File: config.mk
export PLATFORM = sky130hd
export DESIGN_NAME = fetch_unit
export DESIGN_NICKNAME = d
export VERILOG_FILES = /design/src/rtl/fetch_pkg.sv /design/src/rtl/fetch_fifo.sv /design/src/rtl/fetch_unit.sv
export SDC_FILE = /design/constraint.sdc
export NUM_CORES = 1
export LEC_CHECK = 0
export BUFFER_PORTS_ARGS = -buffer_cell sky130_fd_sc_hd__buf_2
export CAP_MARGIN = 5
export CORE_ASPECT_RATIO = 2
export CORE_UTILIZATION = 47
export CTS_CLUSTER_DIAMETER = 30
export DETAILED_ROUTE_END_ITERATION = 8
export HOLD_SLACK_MARGIN = 0.03
export PLACE_DENSITY_LB_ADDON = 0.12
export SYNTH_ARGS = -nofsm -noshare
export SYNTH_HDL_FRONTEND = slang
export SYNTH_SLANG_ARGS = --single-unit
File: constraint.sdc
create_clock -name clk -period 3.5 [get_ports clk]
set_input_delay 0.175 -clock clk [delete_from_list [all_inputs] [get_ports clk]]
set_output_delay 0.175 -clock clk [all_outputs]
set_load 0.05 [all_outputs]
File: src/rtl/fetch_pkg.sv
// ---------------------------------------------------------------------------
// fetch_pkg
// Shared types and constants for the instruction fetch stage.
//   PC_W          : width of a program counter / byte address
//   NOP_INSTR     : instruction shown on instr before anything is fetched
//   fetch_state_t : fetch FSM states (S_IDLE, S_RUN, S_HALT)
//   fetch_entry_t : one prefetch FIFO entry {instr, pc}
//   ENTRY_W       : packed width of fetch_entry_t
//   align_word()  : clears the byte-offset bits of an address
// ---------------------------------------------------------------------------
package fetch_pkg;

    localparam int PC_W = 32;

    localparam logic [31:0] NOP_INSTR = 32'h0000_0013;

    typedef enum logic [1:0] {
        S_IDLE = 2'd0,
        S_RUN  = 2'd1,
        S_HALT = 2'd2
    } fetch_state_t;

    typedef struct packed {
        logic [31:0]     instr;
        logic [PC_W-1:0] pc;
    } fetch_entry_t;

    localparam int ENTRY_W = $bits(fetch_entry_t);

    function automatic logic [PC_W-1:0] align_word(input logic [PC_W-1:0] addr);
        return {addr[PC_W-1:2], 2'b00};
    endfunction

endpackage

File: src/rtl/fetch_fifo.sv
// ---------------------------------------------------------------------------
// fetch_fifo
// Synchronous prefetch FIFO of fetch_entry_t with a registered head output.
// The head register keeps its last value when the FIFO drains or is flushed,
// so the consumer sees a stable word even while head_valid is low.
// Ports:
//   clk, reset          : clock, asynchronous active-low reset
//   push, push_data     : write one entry (ignored when full without a pop)
//   pop                 : remove the head entry (ignored when empty)
//   flush               : discard all entries; wins over push and pop
//   count               : number of stored entries
//   head, head_valid    : registered head entry and its valid flag
// ---------------------------------------------------------------------------
module fetch_fifo
    import fetch_pkg::*;
#(
    parameter int              DEPTH    = 4,
    parameter logic [PC_W-1:0] RESET_PC = '0
) (
    input  logic                   clk,
    input  logic                   reset,
    input  logic                   push,
    input  logic [ENTRY_W-1:0]     push_data,
    input  logic                   pop,
    input  logic                   flush,
    output logic [$clog2(DEPTH):0] count,
    output logic [ENTRY_W-1:0]     head,
    output logic                   head_valid
);

    localparam int PTR_W = $clog2(DEPTH);
    localparam int CNT_W = PTR_W + 1;

    fetch_entry_t     mem [DEPTH];
    fetch_entry_t     head_q;
    fetch_entry_t     head_nxt;
    logic [PTR_W-1:0] wr_ptr;
    logic [PTR_W-1:0] rd_ptr;
    logic [PTR_W-1:0] rd_ptr_nxt;
    logic [CNT_W-1:0] count_q;
    logic [CNT_W-1:0] count_nxt;
    logic             do_push;
    logic             do_pop;

    // Work out what the head register must hold after this edge. If the
    // pushed word ends up as the only entry it goes straight into the head
    // register; otherwise the new head is already sitting in storage.
    always_comb begin
        do_pop     = pop && (count_q != '0);
        do_push    = push && ((count_q != CNT_W'(DEPTH)) || do_pop);
        rd_ptr_nxt = rd_ptr + PTR_W'(do_pop);
        count_nxt  = count_q + CNT_W'(do_push) - CNT_W'(do_pop);
        head_nxt   = head_q;
        if (do_push && (count_nxt == CNT_W'(1))) begin
            head_nxt = push_data;
        end else if (count_nxt != '0) begin
            head_nxt = mem[rd_ptr_nxt];
        end
    end

    // Pointers, occupancy and head register; flush empties the FIFO but
    // leaves the head register holding the last delivered word.
    always_ff @(posedge clk or negedge reset) begin
        if (!reset) begin
            wr_ptr  <= '0;
            rd_ptr  <= '0;
            count_q <= '0;
            head_q  <= '{instr: NOP_INSTR, pc: RESET_PC};
        end else if (flush) begin
            wr_ptr  <= '0;
            rd_ptr  <= '0;
            count_q <= '0;
        end else begin
            if (do_push) begin
                wr_ptr <= wr_ptr + PTR_W'(1);
            end
            rd_ptr  <= rd_ptr_nxt;
            count_q <= count_nxt;
            head_q  <= head_nxt;
        end
    end

    // Entry storage needs no reset; occupancy decides what is meaningful.
    always_ff @(posedge clk) begin
        if (do_push) begin
            mem[wr_ptr] <= push_data;
        end
    end

    assign count      = count_q;
    assign head       = head_q;
    assign head_valid = (count_q != '0);

endmodule

File: src/rtl/fetch_unit.sv
// ---------------------------------------------------------------------------
// fetch_unit
// Instruction fetch stage: owns the PC, issues one word read per cycle to a
// memory with a registered read port, buffers the returned words in a
// prefetch FIFO and presents them to decode over instr_valid/instr_ready.
// Redirects flush the FIFO and retag outstanding requests via an epoch bit.
// Ports:
//   clk, reset                 : clock, asynchronous active-low reset
//   mem_read, mem_addr         : word read request (address 4-byte aligned)
//   mem_data                   : read data, valid the cycle after mem_read
//   redirect_valid, redirect_pc: branch/jump target from the CPU
//   halt                       : stop issuing new fetches
//   instr, instr_pc            : FIFO head word and its PC
//   instr_valid, instr_ready   : handshake towards decode
//   perf_fetched/dropped/stall : saturating event counters, present only
//                                when FETCH_PERF_EN is defined
// ADDR_W must match fetch_pkg::PC_W, which sizes the FIFO entry.
// ---------------------------------------------------------------------------
module fetch_unit
    import fetch_pkg::*;
#(
    parameter logic [PC_W-1:0] RESET_PC   = 32'h0000_0000,
    parameter int              FIFO_DEPTH = 4,
    parameter int              ADDR_W     = 32
) (
    input  logic              clk,
    input  logic              reset,
    output logic              mem_read,
    output logic [ADDR_W-1:0] mem_addr,
    input  logic [31:0]       mem_data,
    input  logic              redirect_valid,
    input  logic [ADDR_W-1:0] redirect_pc,
    input  logic              halt,
    output logic [31:0]       instr,
    output logic [ADDR_W-1:0] instr_pc,
    output logic              instr_valid,
    input  logic              instr_ready
`ifdef FETCH_PERF_EN
    ,
    output logic [31:0]       perf_fetched,
    output logic [31:0]       perf_dropped,
    output logic [31:0]       perf_stall
`endif
);

    localparam int CNT_W = $clog2(FIFO_DEPTH) + 1;

    fetch_state_t      state;
    fetch_state_t      state_nxt;
    logic [ADDR_W-1:0] pc;
    logic [ADDR_W-1:0] req_pc;
    logic              inflight;
    logic              epoch;
    logic              req_epoch;
    logic [CNT_W-1:0]  fifo_count;
    logic [CNT_W:0]    credit_used;
    logic              credit_full;
    logic              issue;
    logic              resp_push;
    logic              fifo_pop;
    fetch_entry_t      push_entry;
    fetch_entry_t      head_entry;

    // FSM state register.
    always_ff @(posedge clk or negedge reset) begin
        if (!reset) begin
            state <= S_IDLE;
        end else begin
            state <= state_nxt;
        end
    end

    // FSM next-state logic; redirects are handled in the datapath and do
    // not change the state.
    always_comb begin
        state_nxt = state;
        unique case (state)
            S_IDLE:  state_nxt = S_RUN;
            S_RUN:   if (halt)  state_nxt = S_HALT;
            S_HALT:  if (!halt) state_nxt = S_RUN;
            default: state_nxt = S_IDLE;
        endcase
    end

    // FSM outputs. A fetch is only issued when the FIFO is guaranteed room
    // for it counting the word still on its way back from memory, so the
    // response can always be pushed.
    always_comb begin
        credit_used = {1'b0, fifo_count} + (CNT_W+1)'(inflight);
        credit_full = (credit_used >= (CNT_W+1)'(FIFO_DEPTH));
        issue       = (state == S_RUN) && !credit_full && !redirect_valid;
        mem_read    = issue;
        mem_addr    = pc;
    end

    // PC, outstanding-request tracking and epoch. A redirect bumps the epoch
    // so a response tagged with the old epoch can never be pushed.
    always_ff @(posedge clk or negedge reset) begin
        if (!reset) begin
            pc        <= RESET_PC;
            req_pc    <= RESET_PC;
            inflight  <= 1'b0;
            epoch     <= 1'b0;
            req_epoch <= 1'b0;
        end else begin
            inflight <= issue;
            if (redirect_valid) begin
                pc    <= align_word(redirect_pc);
                epoch <= ~epoch;
            end else if (issue) begin
                pc        <= pc + ADDR_W'(4);
                req_pc    <= pc;
                req_epoch <= epoch;
            end
        end
    end

    // A response landing in the redirect cycle belongs to the old path and
    // would be wiped by the flush anyway; it is not counted as pushed.
    always_comb begin
        resp_push  = inflight && (req_epoch == epoch) && !redirect_valid;
        fifo_pop   = instr_valid && instr_ready;
        push_entry = '{instr: mem_data, pc: req_pc};
    end

    fetch_fifo #(
        .DEPTH    (FIFO_DEPTH),
        .RESET_PC (RESET_PC)
    ) u_fifo (
        .clk        (clk),
        .reset      (reset),
        .push       (resp_push),
        .push_data  (push_entry),
        .pop        (fifo_pop),
        .flush      (redirect_valid),
        .count      (fifo_count),
        .head       (head_entry),
        .head_valid (instr_valid)
    );

    assign instr    = head_entry.instr;
    assign instr_pc = head_entry.pc;

`ifdef FETCH_PERF_EN
    logic resp_drop;
    logic stall_cycle;

    assign resp_drop   = inflight && !resp_push;
    assign stall_cycle = (state == S_RUN) && credit_full && !redirect_valid;

    // Saturating event counters.
    always_ff @(posedge clk or negedge reset) begin
        if (!reset) begin
            perf_fetched <= '0;
            perf_dropped <= '0;
            perf_stall   <= '0;
        end else begin
            if (resp_push && (perf_fetched != '1)) begin
                perf_fetched <= perf_fetched + 32'd1;
            end
            if (resp_drop && (perf_dropped != '1)) begin
                perf_dropped <= perf_dropped + 32'd1;
            end
            if (stall_cycle && (perf_stall != '1)) begin
                perf_stall <= perf_stall + 32'd1;
            end
        end
    end
`endif

endmodule

==> impl_metrics.csv, run 1 <==
group,metric,value,unit
logic_synthesis,syn_inst,1492,
power_and_ir_drop,total_power,19.0,mW
worst_setup_path,cpMaxStageDelayCell,"a31o_4",
final_layout,final_nets,1760,
min_path,min_path_type,"input port to flip-flop",
global_route,grt_use_total,0.267,
job,max_cap_violations,0,
power_and_ir_drop,netSwitchingPower,7.57,mW
floorplanning,die_x,142,microns
detailed_routing,wl_per_cell,23.5,microns
power_and_ir_drop,p_leak,8.39,nW
logic_synthesis,synth_edf_count,248,
global_route,antenna_found_initial,1,
global_route,grt_pass1_vias,14900,
clock_tree,cts_tree,"built",
floorplanning,fp-row-count,102,
logic_synthesis,avgSynthCellArea,12.3,sq um
floorplanning,core,38500,sq um
worst_setup_path,critPathMaxFanout,20,
placement,placed_area,19800,sq um
clock_tree,clockRootBuffer,"clkbuf_16",
logic_synthesis,seq_area_frac_synth,0.589,
final_layout,fin_util,0.576,
logic_synthesis,synth-main-ff-cell,"edfxtp_1",
timing,finalClockSkew,0.0156,ns
floorplanning,die_y,281,microns
timing,rsz0062_at_grt,"no",
clock_tree,htree_levels,2,
timing,period_share,0.930,
placement,dp_hpwl,29500,microns
worst_setup_path,worst_setup_path_start_kind,"flip-flop",
timing,tightest_slew,0.938,ns
global_route,grt_max_degree,194,
power_and_ir_drop,pwr-share-seq,0.350,
timing,final-hold-violation-count,0,
detailed_routing,drc,0,
global_route,grt.overflow.total,0,
final_layout,area_growth,21.0,%
logic_synthesis,synth_seq_cells,382,
clock_tree,cts_buffer_depth,3,
detailed_routing,wl,52700,microns
detailed_routing,drtPass1Iterations,7,
clock_tree,clock_latency,0.57,ns
detailed_routing,via_per_inst,6.35,
worst_setup_path,crit_chain,"xnor2_1 > nand3_1 > nor2_1 > ha_1 > inv_1 > fa_1 > xnor2_1 > a31o_4 > o21bai_4 > buf_4 > o31ai_1",
power_and_ir_drop,power.share.clock,0.280,
detailed_routing,drtIter0Drc,1067,
timing,drv_slew,0,
worst_setup_path,arrival,3.69,ns
worst_setup_path,path_class,"flip-flop to flip-flop",
detailed_routing,vias,14300,
clock_tree,cts_buffers,50,
logic_synthesis,ys_warn_count,0,
final_layout,drive_above_1_share,0.232,
detailed_routing,antenna_left,0,
worst_setup_path,slowest_delay,0.46,ns
floorplanning,io_pins,167,
clock_tree,cts_resized,0,
power_and_ir_drop,p_comb_frac,0.370,
logic_synthesis,syn-cell-area,18300,sq um
timing,layout_min_cycle_time,3.26,ns
final_layout,fillCellCount,3220,
worst_setup_path,path_common_cell,"xnor2_1",
global_route,grt_pass1_wl,81200,microns
timing,clock.fmax,307,MHz
power_and_ir_drop,peakVddDrop,553,uV
placement,io_buffer_count,160,
placement,gp_congestion,0.774,
timing,tns,0,ns
worst_setup_path,critical_path_required,3.94,ns
worst_setup_path,endpoint_kind,"flip-flop",
power_and_ir_drop,p_sw_frac,0.397,
status,status,"finished clean",
timing,fin_hold_ws,0.0861,ns
timing,finalSetupViolCount,0,
clock_tree,clock_sinks,382,
clock_tree,clkTransAtPathRegs,0.06,ns
power_and_ir_drop,p_int,11.5,mW
floorplanning,dieArea,39900,sq um
worst_setup_path,crit_buf_inv,2,
timing,slew_headroom,0.374,
floorplanning,initial_core_util,0.476,
final_layout,stdcell_area,22200,sq um
logic_synthesis,synth.lib_cells_used.distinct,52,
power_and_ir_drop,powerDensity,858,nW/um^2
logic_synthesis,synthArstFlopShare,0.351,
clock_tree,post-cts-setup-buffer-count,0,
worst_setup_path,crit_family,"compound AO/OA/AOI/OAI gates",
## per-stage QoR
| stage | setup WS, ns | std cells |
|---|---|---|
| 6_report | 0.244 | 2245 |
| 5_1_grt | 0.0334 | 2245 |
| 4_1_cts | 0.261 | 2244 |
| 3_5_place_dp | 0.276 | 2087 |
| 3_3_place_gp | 0.387 | 2087 |
| 2_1_floorplan | 0.346 | 1495 |
## synthesized netlist by cell type (2+ instances only)
library cell	count	share of area
mux2_2	94	0.058
edfxtp_1	248	0.41
nor2b_1	3	0.0010
ha_1	7	0.0048
mux2_1	2	0.0012
nor4b_1	5	0.0024
a221o_1	2	0.0011
buf_4	5	0.0020
o31ai_1	61	0.025
nor4_1	12	0.0041
or3_1	6	0.0020
a221oi_1	177	0.085
o21ai_1	2	0.00055
mux2i_1	4	0.0022
nand4_1	4	0.0014
a21o_1	3	0.0012
nand3_1	13	0.0035
a211o_1	3	0.0014
and4_1	5	0.0024
a211oi_1	62	0.025
and2_1	65	0.022
nand2_1	39	0.0080
o311ai_0	2	0.00096
a22oi_1	118	0.048
xnor2_1	26	0.012
buf_1	8	0.0016
clkbuf_1	94	0.019
nand2b_1	2	0.00068
dfrtp_1	131	0.18
o21ai_0	82	0.022
a21oi_1	6	0.0016
buf_2	21	0.0057
dfstp_2	3	0.0043
and3_1	5	0.0017
inv_1	122	0.025
nor3b_1	5	0.0020
nor2_1	14	0.0029
nor3_1	11	0.0030
xor2_1	7	0.0033
## logic make-up (layout without fill, tap and decap cells)
| family | count (synthesis) | after routing | synth area share |
|---|---|---|---|
| flops | 382 | 382 | 0.589 |
| simple gates | 194 | 194 | 0.0595 |
| other cells | 1 | 5 | 0.000204 |
| xor+xnor | 33 | 33 | 0.0158 |
| fa+ha+maj | 8 | 8 | 0.00587 |
| buf+inv | 251 | 480 | 0.0538 |
| mux | 100 | 100 | 0.0611 |
| compound gates | 523 | 523 | 0.215 |
## per-layer routing
layer | share of wire | vias to the layer above | GRT usage
met1 | 0.39 | 7248 | 0.307
met5 | 0 | - | 0
met4 | 0.044 | 0 | 0.136
met3 | 0.055 | 146 | 0.0365
met2 | 0.51 | 568 | 0.479
li1 | - | 6297 | -
## worst register-to-register path: stages, from the launching register on
cell and delay (ns):
dfrtp_1 0.41, xnor2_1 0.17, nand3_1 0.11, nor2_1 0.17, ha_1 0.19, inv_1 0.06
fa_1 0.37, xnor2_1 0.33, a31o_4 0.46, o21bai_4 0.33, buf_4 0.39, o31ai_1 0.14
## final timing paths
path | startpoint | to | slack, ns | cells after the start
setup / recovery | epoch | u_fifo.head[31] | 0.24 | 11
hold / removal | redirect_valid | u_fifo.wr_ptr[1] | 0.09 | 5
setup reg to reg | epoch | u_fifo.head[31] | 0.24 | 11
hold reg to reg | u_fifo.head[47] | u_fifo.head[47] | 0.50 | 2
max in group asynchronous | reset | u_fifo.rd_ptr[0] | 2.40 | 3
min in group asynchronous | reset | u_fifo.head[8] | 0.15 | 2
## power by group through the flow
stage	clock network (mW)	logic [mW]	registers [mW]
3_3_place_gp	0	6.81	6.72
2_1_floorplan	0	3.69	7.74
4_1_cts	5.41	7.04	6.66
6_report	5.33	7.04	6.67
3_5_place_dp	0	6.97	6.74
5_1_grt	5.58	7.58	6.77
## cell usage in the layout (no fill, tap or decap), types with 12 or more instances in the layout
cell	n
a221oi_1	177
dlygate4sd3_1	64
nand3_1	13
o31ai_1	60
buf_4	31
xnor2_1	26
o21ai_0	82
inv_1	121
buf_2	159
nor4_1	12
clkbuf_16	52
edfxtp_1	248
a22oi_1	118
mux2_2	94
and2_1	60
nor2_1	12
dfrtp_1	129
nand2_1	38
a211oi_1	61
## final cells by class
| class | count | area, sq um | area share |
|---|---|---|---|
| sequential | 382 | 10800 | 0.487 |
| multi-input combinational | 862 | 6640 | 0.299 |
| timing repair buffer | 264 | 1860 | 0.0838 |
| clock buffer | 60 | 1350 | 0.0609 |
| tap | 520 | 651 | 0.0293 |
| inverter | 123 | 464 | 0.0209 |
| clock inverter | 33 | 408 | 0.0184 |
| antenna | 1 | 2.50 | 0.000113 |
## registers in the layout, indices dropped and copies added, names as in the netlist
register and cells:
u_fifo.count 3, req_epoch 1, inflight 1, u_fifo.rd_ptr 2
epoch 1, u_fifo.wr_ptr 2, u_fifo.head 62, u_fifo.mem 248
mem_addr 30, req_pc 30, state 2
## repair_timing
action | 4_1_cts | 5_1_grt
hold buffers | 64 | 0
setup endpoints to repair | 0 | 0
hold endpoints to repair | 238 | 0
Power figures use the tool's default switching activity.
==> run 2, diff against run 1 <==
==> constraint.sdc (replaced) <==
create_clock -name clk -period 2.9 [get_ports clk]
set_input_delay 0.145 -clock clk [delete_from_list [all_inputs] [get_ports clk]]
set_output_delay 0.145 -clock clk [all_outputs]
set_load 0.05 [all_outputs]
==> run 2 against run 1 <==
Effect of this change: first-iteration DRC count shrank 7.7%; die area unchanged; critical path depth down 1; utilization increased by 1.4 points; non-clock buffer count up 20.
==> impl_metrics.csv, run 2 (synthesis gave the netlist of run 1 again) <==
group,metric,value,unit
status,status,"finished clean",
floorplanning,die_x,142,microns
global_route,antenna_found_initial,2,
timing,tightest_slew,0.898,ns
timing,clock.fmax,347,MHz
final_layout,largest_reg_flops,248,
final_layout,seqCellArea,10800,sq um
clock_tree,cts_buffers,48,
placement,dp_hpwl,30400,microns
job,max_cap_violations,0,
floorplanning,initial_core_util,0.476,
timing,period_share,0.994,
timing,finalClockSkew,0.0269,ns
timing,drv_slew,0,
final_layout,area_growth,23.9,%
timing,slew_headroom,0.401,
final_layout,layout_common_cells,"248 x edfxtp_1, 176 x a221oi_1, 160 x buf_2",
timing,final-hold-violation-count,0,
power_and_ir_drop,peakVddDrop,758,uV
detailed_routing,drtIter0Drc,985,
placement,post-place-ws,-0.0707,ns
power_and_ir_drop,total_power,23.5,mW
clock_tree,clock_sinks,382,
clock_tree,cts_tree,"built",
timing,fin_hold_ws,0.0464,ns
worst_setup_path,critical_path_required,3.35,ns
timing,layout_min_cycle_time,2.88,ns
worst_setup_path,worst_setup_path_start_kind,"flip-flop",
worst_setup_path,critPathMaxFanout,8,
final_layout,regMostFlops,"u_fifo.mem",
global_route,grt_max_degree,127,
placement,io_buffer_count,160,
detailed_routing,vias,14200,
power_and_ir_drop,p_comb_frac,0.408,
power_and_ir_drop,p_sw_frac,0.406,
clock_tree,clkTransAtPathRegs,0.06,ns
timing,fin_ws,0.0175,ns
global_route,grt.overflow.total,0,
timing,rsz0062_at_grt,"yes",
clock_tree,htree_levels,2,
timing,tns,0,ns
floorplanning,core,38500,sq um
final_layout,final_nets,1779,
clock_tree,clockRootBuffer,"clkbuf_16",
power_and_ir_drop,powerDensity,1030,nW/um^2
detailed_routing,wl,53200,microns
worst_setup_path,path_class,"flip-flop to flip-flop",
clock_tree,cts_buffer_depth,3,
detailed_routing,via_per_inst,6.29,
detailed_routing,antenna_left,0,
final_layout,drive_above_1_share,0.263,
clock_tree,clock_latency,0.57,ns
floorplanning,fp-row-count,102,
global_route,grt_pass1_vias,14800,
final_layout,layout_commonest_cell,"edfxtp_1",
power_and_ir_drop,pwr-share-seq,0.342,
power_and_ir_drop,p_leak,8.57,nW
global_route,grt_use_total,0.262,
timing,finalSetupViolCount,0,
power_and_ir_drop,power.share.clock,0.249,
global_route,grt_pass1_wl,80000,microns
worst_setup_path,endpoint_kind,"flip-flop",
placement,gp_congestion,0.801,
detailed_routing,drtPass1Iterations,5,
detailed_routing,drc,0,
detailed_routing,wl_per_cell,23.5,microns
power_and_ir_drop,p_int,14.0,mW
power_and_ir_drop,netSwitchingPower,9.55,mW
min_path,min_path_type,"input port to flip-flop",
floorplanning,die_y,281,microns
floorplanning,io_pins,167,
final_layout,multi_input_area,6990,sq um
floorplanning,dieArea,39900,sq um
final_layout,fillCellCount,3095,
worst_setup_path,arrival,3.33,ns
[run 2: metal layers]
layer	up-vias	GRT usage	part of all wire
met5	-	0	0
met4	0	0.126	0.037
met3	146	0.0348	0.058
met2	584	0.471	0.52
met1	7159	0.307	0.38
li1	6344	-	-
[run 2: worst paths after layout]
check	from	to	slack, ns	cells after the start
hold / removal	redirect_valid	u_fifo.wr_ptr[1]	0.05	5
setup / recovery	u_fifo.count[1]	u_fifo.head[27]	0.02	10
min in group asynchronous	reset	u_fifo.head[9]	0.18	2
hold reg to reg	u_fifo.head[57]	u_fifo.head[57]	0.51	2
setup reg to reg	u_fifo.count[1]	u_fifo.head[27]	0.02	10
max in group asynchronous	reset	u_fifo.head[54]	1.94	3
[run 2: cell type report]
type,instances,share of cell area
flip-flops and latches,382,0.476
multi-input cells,863,0.308
repair buffers,284,0.0979
clock buffers,59,0.0573
well taps,520,0.0286
inverters,123,0.0204
clock inverters,29,0.0124
diodes,2,0.000220
[run 2: power groups by stage]
stage	Clock [mW]	Sequential, mW	Combinational, mW
CTS	5.96	8.04	8.74
global route	6.16	8.16	10.2
finish	5.86	8.05	9.60
global placement	0	8.10	8.38
detailed placement	0	8.14	8.60
floorplan	0	9.35	4.54
[run 2: what timing repair did]
item / CTS / global route
cloned: 0 / 5
hold buffers: 64 / 0
endpoints found under the hold margin: 254 / 0
setup buffers: 0 / 2
resized for setup: 5 / 54
setup endpoints to repair: 20 / 62
pin swaps: 0 / 8
[run 2: through the flow]
step           utilization  cells  cell area (sq um)
6_report             0.590   2262              22700
3_3_place_gp         0.520   2101              20100
2_1_floorplan            -   1495              18400
5_1_grt              0.590   2262              22700
3_5_place_dp         0.520   2101              20100
4_1_cts              0.579   2253              22300
[run 2: critical path, cell delays in order (launching register included)]
cell and delay [ns]:
dfrtp_2 0.40, or4b_4 0.53, nand3_4 0.10, nor2_4 0.04
ha_2 0.17, inv_2 0.05, fa_2 0.46, a31o_4 0.26
o21bai_4 0.28, buf_12 0.22, o31ai_2 0.25
==> run 3, diff against run 2 <==
--- a/config.mk
+++ b/config.mk
@@ -13,6 +13,7 @@
 export DETAILED_ROUTE_END_ITERATION = 8
 export HOLD_SLACK_MARGIN = 0.03
 export PLACE_DENSITY_LB_ADDON = 0.12
+export SLEW_MARGIN = 10
 export SYNTH_ARGS = -nofsm -noshare
 export SYNTH_HDL_FRONTEND = slang
 export SYNTH_SLANG_ARGS = --single-unit
==> constraint.sdc (replaced) <==
create_clock -name clk -period 2.9 [get_ports clk]
set_input_delay 0.145 -clock clk [delete_from_list [all_inputs] [get_ports clk]]
set_output_delay 0.145 -clock clk [all_outputs]
set_load 0.1 [all_outputs]
==> run 3 against run 2 <==
Effect of this change: count of clock-buffer cells in the layout shrank 3; worst setup slack is essentially flat; clock power grew 4.6%; via count grew 0.27%; critical path type unchanged; cell area grew 1.4%; sequential share of layout area shrank 0.65 points; utilization grew 0.82 points; sequential cell count is the same; sequential power is essentially flat.
==> impl_metrics.csv, run 3 (synthesis gave the netlist of run 1 again) <==
group,metric,value,unit
final_layout,layout_commonest_cell,"edfxtp_1",
timing,rsz0062_at_grt,"yes",
worst_setup_path,startpoint,"req_epoch",
timing,fin_hold_ws,0.0916,ns
placement,post-place-ws,-0.0218,ns
job,max_cap_violations,0,
clock_tree,clockRootBuffer,"clkbuf_16",
clock_tree,htree_levels,2,
global_route,antenna_found_initial,1,
timing,period_share,0.994,
timing,tightest_slew,0.885,ns
power_and_ir_drop,peakVddDrop,988,uV
final_layout,largest_reg_flops,248,
worst_setup_path,rrSetupSlack,0.02,ns
detailed_routing,drtPass1Iterations,5,
worst_setup_path,arrival,3.36,ns
worst_setup_path,path_class,"flip-flop to flip-flop",
final_layout,layout_common_cells,"248 x edfxtp_1, 176 x a221oi_1, 158 x buf_2",
floorplanning,die_x,142,microns
detailed_routing,wl,53500,microns
worst_setup_path,critPathCapture,"u_fifo.head[60]",
global_route,grt.overflow.total,0,
floorplanning,initial_core_util,0.476,
final_layout,fillCellCount,3081,
final_layout,multi_input_area,7130,sq um
worst_setup_path,cpMaxStageDelayCell,"dfrtp_1",
floorplanning,dieArea,39900,sq um
worst_setup_path,cp.depth,13,
status,status,"finished clean",
clock_tree,cts_tree,"built",
worst_setup_path,rr_endpoint,"u_fifo.head[60]",
timing,finalSetupViolCount,0,
detailed_routing,antenna_left,0,
clock_tree,clock_sinks,382,
timing,finalClockSkew,0.0314,ns
detailed_routing,vias,14300,
floorplanning,io_pins,167,
power_and_ir_drop,p_leak,8.67,nW
timing,clock.fmax,347,MHz
placement,io_buffer_count,160,
worst_setup_path,slowest_delay,0.41,ns
worst_setup_path,worst_setup_path_start_kind,"flip-flop",
worst_setup_path,critPathMaxFanout,6,
timing,layout_min_cycle_time,2.88,ns
clock_tree,clock_latency,0.59,ns
final_layout,drive_above_1_share,0.282,
timing,slew_headroom,0.410,
final_layout,area_growth,25.7,%
worst_setup_path,rr_startpoint,"req_epoch",
final_layout,regMostFlops,"u_fifo.mem",
placement,dp_hpwl,30200,microns
detailed_routing,drtIter0Drc,1073,
timing,final-hold-violation-count,0,
detailed_routing,drc,0,
min_path,min_path_type,"input port to async pin",
worst_setup_path,crit_family,"compound AO/OA/AOI/OAI gates",
power_and_ir_drop,total_power,26.1,mW
clock_tree,clkTransAtPathRegs,0.06,ns
worst_setup_path,crit_buf_inv,4,
global_route,grt_max_degree,110,
worst_setup_path,endpoint_kind,"flip-flop",
floorplanning,die_y,281,microns
timing,tns,0,ns
global_route,grt_use_total,0.264,
worst_setup_path,critical_path_required,3.38,ns
placement,gp_congestion,0.783,
floorplanning,fp-row-count,102,
clock_tree,cts_buffer_depth,3,
power_and_ir_drop,powerDensity,1130,nW/um^2
detailed_routing,via_per_inst,6.29,
final_layout,final_nets,1785,
final_layout,seqCellArea,10800,sq um
timing,drv_slew,0,
global_route,grt_pass1_vias,14600,
floorplanning,core,38500,sq um
global_route,grt_pass1_wl,80500,microns
worst_setup_path,reg2reg_depth,13,
worst_setup_path,crit_chain,"xnor2_2 > nand3_4 > nor2_4 > ha_2 > inv_2 > fa_2 > xnor2_2 > buf_4 > a31o_4 > o21bai_4 > buf_4 > buf_12 > o31ai_2",
timing,fin_ws,0.0173,ns
clock_tree,cts_buffers,48,
detailed_routing,wl_per_cell,23.6,microns
==> run 3: cell count changes in the layout (fill, tap and decap cells not counted), sizes merged <==
cell / previous run / this run
buf: 217 / 221
clkinv: 17 / 12
diode: 2 / 1
clkbuf: 62 / 60
clkinvlp: 3 / 5
dlygate4sd3: 64 / 65
inv: 130 / 137
bufinv: 2 / 3
==> run 3: area by class of cell <==
class	instances	share of cell area
well taps	520	0.0282
multi-input cells	863	0.309
clock buffers	56	0.0556
flip-flops and latches	382	0.469
inverters	123	0.0201
repair buffers	290	0.101
diodes	1	0.000109
clock inverters	34	0.0168
==> run 3: how the worst min path moves through the flow <==
stage	slack [ns]	endpoint	cells after the start
finish	0.09	mem_addr[9]	2
global route	0.14	u_fifo.head[4]	2
detailed placement	0.13	mem_addr[10]	1
floorplan	-0.15	epoch	0
global placement	0.13	mem_addr[9]	1
CTS	0.09	u_fifo.head[4]	2
==> run 3: metal layers <==
metal  GRT usage  vias to the layer above  wire (microns)
li1            -                     6344               -
met1       0.314                     7270           21000
met2       0.467                      540           27600
met3      0.0329                      117            2940
met4       0.128                        0            1900
met5           0                        -               0
==> run 3: power breakdown <==
group,internal [mW],switching [mW],leakage [nW]
clock network,3.56,2.57,0.805
registers,7.04,1.03,3.87
logic,3.73,8.17,3.99
==> run 3: what timing repair did <==
item / 4_1_cts / 5_1_grt
buffers inserted: 0 / 8
hold buffers: 65 / 0
gates cloned: 0 / 6
pin swaps: 0 / 13
endpoints found under the hold margin: 299 / 0
setup endpoints to repair: 20 / 63
gates resized for setup: 5 / 80
==> run 3: through the flow <==
stage	std cells	util	cell area (sq um)
2_1_floorplan	1495	-	18400
3_3_place_gp	2099	0.520	20100
3_5_place_dp	2099	0.520	20100
4_1_cts	2254	0.581	22400
5_1_grt	2269	0.598	23100
6_report	2269	0.598	23100
